--- config.mk ---
export PLATFORM = sky130hd
export DESIGN_NAME = dmem_port_arbiter
export DESIGN_NICKNAME = d
export VERILOG_FILES = /design/src/rtl/dmem_port_arbiter.sv
export SDC_FILE = /design/constraint.sdc
export NUM_CORES = 1
export LEC_CHECK = 0
export CAP_MARGIN = 20
export CORE_AREA = 2 2 99 101
export CTS_BUF_LIST = sky130_fd_sc_hd__clkbuf_16
export CTS_CLUSTER_SIZE = 24
export DETAILED_ROUTE_END_ITERATION = 8
export DIE_AREA = 0 0 101 103
export GPL_TIMING_DRIVEN = 0
export PLACE_DENSITY = 0.88
export SYNTH_ARGS = -nofsm -noshare
export SYNTH_HDL_FRONTEND = slang
export SYNTH_SLANG_ARGS = --single-unit
--- constraint.sdc ---
create_clock -name clock -period 2.2 [get_ports clock]
set_input_delay 0.44 -clock clock [delete_from_list [all_inputs] [get_ports clock]]
set_output_delay 0.44 -clock clock [all_outputs]
set_load 0.02 [all_outputs]
--- src/rtl/dmem_port_arbiter.sv ---
// dmem_port_arbiter: shares the single-port data RAM between the processor (port C)
// and one peripheral master (port P). C has absolute priority over a transparent path.
// P uses a req/gnt handshake and is served in idle RAM cycles.
// Optional build macro: STARVE_GUARD_EN forces a one-cycle P grant after MAX_WAIT
// blocked cycles and stalls C for that cycle. Without it, P can wait behind C forever.
module dmem_port_arbiter #(
  parameter int unsigned ADDR_W   = 12,
  parameter int unsigned DATA_W   = 32,
  parameter int unsigned MAX_WAIT = 16,
  parameter int unsigned CNT_W    = 16
) (
  input  logic              clock,
  input  logic              reset_n,
  input  logic              cpu_access,
  input  logic              cpu_wren,
  input  logic [ADDR_W-1:0] cpu_addr,
  input  logic [DATA_W-1:0] cpu_data,
  output logic [DATA_W-1:0] cpu_q,
  output logic              cpu_stall,
  input  logic              per_req,
  input  logic              per_we,
  input  logic [ADDR_W-1:0] per_addr,
  input  logic [DATA_W-1:0] per_wdata,
  output logic              per_gnt,
  output logic              per_rvalid,
  output logic [DATA_W-1:0] per_rdata,
  output logic [ADDR_W-1:0] ram_addr,
  output logic              ram_wen,
  output logic [DATA_W-1:0] ram_din,
  input  logic [DATA_W-1:0] ram_dout,
  output logic [CNT_W-1:0]  grant_count
);

  typedef enum logic [1:0] {StIdle, StWait, StResp} state_e;

  localparam logic [CNT_W-1:0] WaitLimit = CNT_W'(MAX_WAIT);

  state_e              state_q;
  logic [CNT_W-1:0]    wait_cnt_q;
  logic                per_rvalid_q;
  logic [DATA_W-1:0]   rdata_q;
  logic [CNT_W-1:0]    grant_count_q;
  logic                force_gnt;

`ifdef STARVE_GUARD_EN
  // P has waited long enough: take the RAM from C for exactly one cycle.
  assign force_gnt = per_req && (state_q == StWait) && (wait_cnt_q == WaitLimit);
`else
  assign force_gnt = 1'b0;
`endif

  assign cpu_stall   = force_gnt;
  assign per_gnt     = per_req && (!cpu_access || force_gnt);
  assign cpu_q       = ram_dout;
  assign per_rvalid  = per_rvalid_q;
  assign grant_count = grant_count_q;

  // RAM data lags its address by one cycle, so the response cycle passes ram_dout straight
  // through. Afterwards the last response is held.
  assign per_rdata = per_rvalid_q ? ram_dout : rdata_q;

  // RAM port mux: whoever owns the cycle drives address, data and a gated write enable.
  always_comb begin
    ram_addr = cpu_addr;
    ram_din  = cpu_data;
    ram_wen  = cpu_access && cpu_wren;
    if (per_gnt) begin
      ram_addr = per_addr;
      ram_din  = per_wdata;
      ram_wen  = per_we;
    end
  end

  // Handshake FSM with wait counter, read-response flag, held read data and grant counter.
  always_ff @(posedge clock or negedge reset_n) begin
    if (!reset_n) begin
      state_q       <= StIdle;
      wait_cnt_q    <= '0;
      per_rvalid_q  <= 1'b0;
      rdata_q       <= '0;
      grant_count_q <= '0;
    end else begin
      per_rvalid_q <= per_gnt && !per_we;
      if (per_rvalid_q) begin
        rdata_q <= ram_dout;
      end
      if (per_gnt && (grant_count_q != '1)) begin
        grant_count_q <= grant_count_q + 1'b1;
      end
      unique case (state_q)
        // A response cycle accepts a new request exactly like idle does.
        StIdle, StResp: begin
          if (per_gnt) begin
            if (per_we) state_q <= StIdle;
            else        state_q <= StResp;
          end else if (per_req) begin
            state_q    <= StWait;
            wait_cnt_q <= CNT_W'(1);
          end else begin
            state_q <= StIdle;
          end
        end
        StWait: begin
          if (!per_req) begin
            state_q    <= StIdle;
            wait_cnt_q <= '0;
          end else if (per_gnt) begin
            if (per_we) state_q <= StIdle;
            else        state_q <= StResp;
            wait_cnt_q <= '0;
          end else if (wait_cnt_q != WaitLimit) begin
            // Past the threshold only "reached it" matters, so the count stops there.
            wait_cnt_q <= wait_cnt_q + 1'b1;
          end
        end
        default: begin
          state_q    <= StIdle;
          wait_cnt_q <= '0;
        end
      endcase
    end
  end

endmodule

==> reports/qor.yml <==
power_w: 0.00336
cts_tree: "yes"
grt_max_degree: 30
dr_total_vias: 3106
seq_area_frac_synth: 0.435
cts-hold-fix-buffers: 0
grt_pass1_vias: 2945
netlist.area_leader.share: 0.435
ys_async_sr_fraction: 1.00
synth_area_um2: 2820
ioPinCount: 254
ys_seq_elements: 49
remaining_drc_errors: 0
place_hpwl_um: 8310
drv_slew: 0
arrival_ns: 1.73
cp_common_cell: "clkdlybuf4s50_1"
fin_crit_ns: 2.17
p_per_area_nw_per_um2: 601
met1_length_um: 3890
num_rows: 36
critical_path.top_delay_family: "buffers and inverters"
outcome: "finished clean"
synth_area_leaders: "dfrtp_1 (43%), nand2_1 (18%), mux2_2 (11%)"
dieHeight_um: 103
viasPerCell: 4.46
synth-edff-count: 0
end_kind: "output pin"
synth_ff_type: "dfrtp_1"
io_buffers: 252
crit_path_max_fanout: 2
tightest_slew_ns: 0.502
slowest_delay_ns: 0.55
cp_data_required_time_ns: 1.76
synth-xor-area-share: 0.0280
cts.htree.levels: 2
clockBufferDepth: 2
wire_per_inst_um: 14.3
cts_root_buffer: "clkbuf_16"
final_nets: 708
grt_overflow: 0
top_layer_used: "met4"
path_clk_slew_ns: 0.06
fmax_ghz: 0.461
yosysMostFrequentCell: "nand2_1"
area_delta_synth_final_pct: 97.9
tns_ns: 0
muxShareOfSynthArea: 0.152
relSlewSlack: 0.666
nFillCells: 803
met2WireLength_um: 5140
antenna_found_initial: 0
hold_path.class: "in2async"
synth_simple_gate_area_frac: 0.256
hold_viol_final: 0
setup_violations: 0
core_area_um2: 9460
numCtsBuffers: 5
synth_fa_ha_area_frac: 0.00444
die_area_um2: 10400
critical_path_class: "in2out"
clock-sinks: 49
clk_latency_ns: 0.28
wirelength_um: 9960
diodes: 0
synth_top_family_by_area: "simple AND/OR/NAND/NOR gates"
ys_types: 31
syn-num-nets: 448
first_iter_violations: 58
skew_ns: 0.00333
dr.pass1.iters: 5
crit_buf_inv: 2
final.period_utilization: 0.985
place_congestion: 0.813
cp_cell_sequence: "clkdlybuf4s50_1 -> mux2_2 -> clkdlybuf4s50_1"
synth_common_cells: "nand2_1 (137), dfrtp_1 (49), buf_4 (33), mux2_2 (28), mux2_1 (10)"
maxCapViolCount: 0
detail-route-antenna-nets: 0
yosysTopAreaCell: "dfrtp_1"
syn_area_per_cell_um2: 8.79
synthCells: 321
rsz0062_at_grt: "yes"
dr_wl_met3_um: 798
ir_drop_v: 0.000313
start_util: 0.298
start_kind: "input pin"
die_x_um: 101
grt_pass1_wl_um: 14500
synth_warnings: 0
synth_compound_gate_area_share: 0.0151
slowest_stage: "clkdlybuf4s50_1"
drive_above_1_share: 0.227
track_usage: 0.177
p_leak_nw: 2.64
## state kept, by name (all words and copies together) (netlist names)
name / flops
per_rvalid: 1
rdata_q: 32
grant_count: 16
## path summary, 6_finish.rpt
check                                                 from                          end  slack, ns  cells after the start
worst max-delay path                          ram_dout[31]                per_rdata[31]       0.03                      3
worst min-delay path                               reset_n        rdata_q[16]$_DFF_PN0_       0.12                      1
worst max register to register  grant_count[0]$_DFFE_PN0P_  grant_count[14]$_DFFE_PN0P_       0.22                      5
worst min register to register       rdata_q[15]$_DFF_PN0_        rdata_q[15]$_DFF_PN0_       0.48                      1
max in group asynchronous                          reset_n         rdata_q[4]$_DFF_PN0_       1.56                      2
min in group clock                   rdata_q[15]$_DFF_PN0_        rdata_q[15]$_DFF_PN0_       0.48                      1
## report_power, final
part / switching [W] / leakage [nW] / internal [W] / total, W
logic: 0.000721 / 1.97 / 0.000725 / 0.00145
clock network: 0.000321 / 0.0672 / 0.000417 / 0.000738
registers: 0.000107 / 0.603 / 0.00107 / 0.00117
## layout by cell type (no fill, tap or decap), types with 5 or more instances in the layout
master,instances
mux2_1,10
clkdlybuf4s50_1,173
nor2_1,7
nand3_1,5
xor2_1,5
mux2_2,28
clkdlybuf4s15_2,16
clkbuf_2,6
nand2_1,137
dlygate4sd2_1,39
dfrtp_1,48
buf_2,19
buf_4,40
clkbuf_16,5
## layer usage
layer / GRT usage / vias up
met4: 0.0499 / 0
met2: 0.331 / 164
li1: - / 1525
met3: 0.0346 / 9
met5: 0 / -
met1: 0.206 / 1408
## logic make-up (layout without fill, tap and decap cells)
family / after synthesis / in the layout
fa+ha+maj: 1 / 1
compound gates: 6 / 6
simple gates: 168 / 168
buf+inv: 49 / 310
other cells: 1 / 1
mux: 38 / 38
flops: 49 / 49
xor+xnor: 9 / 9
## worst register-to-register path, delay by kind of cell (launching register included)
family / cells / cell delay [ns]
adder cells (fa/ha/maj): 1 / 0.22
flip-flops: 1 / 0.41
AND/OR/NAND/NOR: 3 / 0.89
multiplexers: 1 / 0.34
## area by class of cell
type | count | area [um2] | share of cell area
tap | 114 | 143 | 0.0256
sequential | 49 | 1230 | 0.220
clock buffer | 5 | 125 | 0.0224
clock inverter | 3 | 18.8 | 0.00336
inverter | 2 | 7.51 | 0.00134
timing repair buffer | 254 | 2400 | 0.430
multi-input combinational | 223 | 1290 | 0.232
buffer | 46 | 365 | 0.0655
## per-stage QoR
stage          hold WS [ns]  utilization  cell area, um2  cells  setup slack (ns)
3_3_place_gp          0.466        0.580            5490    687             -1.20
4_1_cts               0.134        0.603            5700    696            0.0219
6_report              0.119        0.590            5580    696            0.0327
5_1_grt               0.149        0.590            5580    696          -0.00154
3_5_place_dp          0.438        0.581            5500    688             -1.27
2_1_floorplan         0.144            -            2820    321             0.249
## what timing repair did
item	4_1_cts	5_1_grt
hold endpoints to repair	0	0
buffers inserted	1	0
pin swaps	0	0
endpoints found under the setup margin	78	27
resized for setup	185	23
No activity file was read; power rests on OpenSTA's default activity.
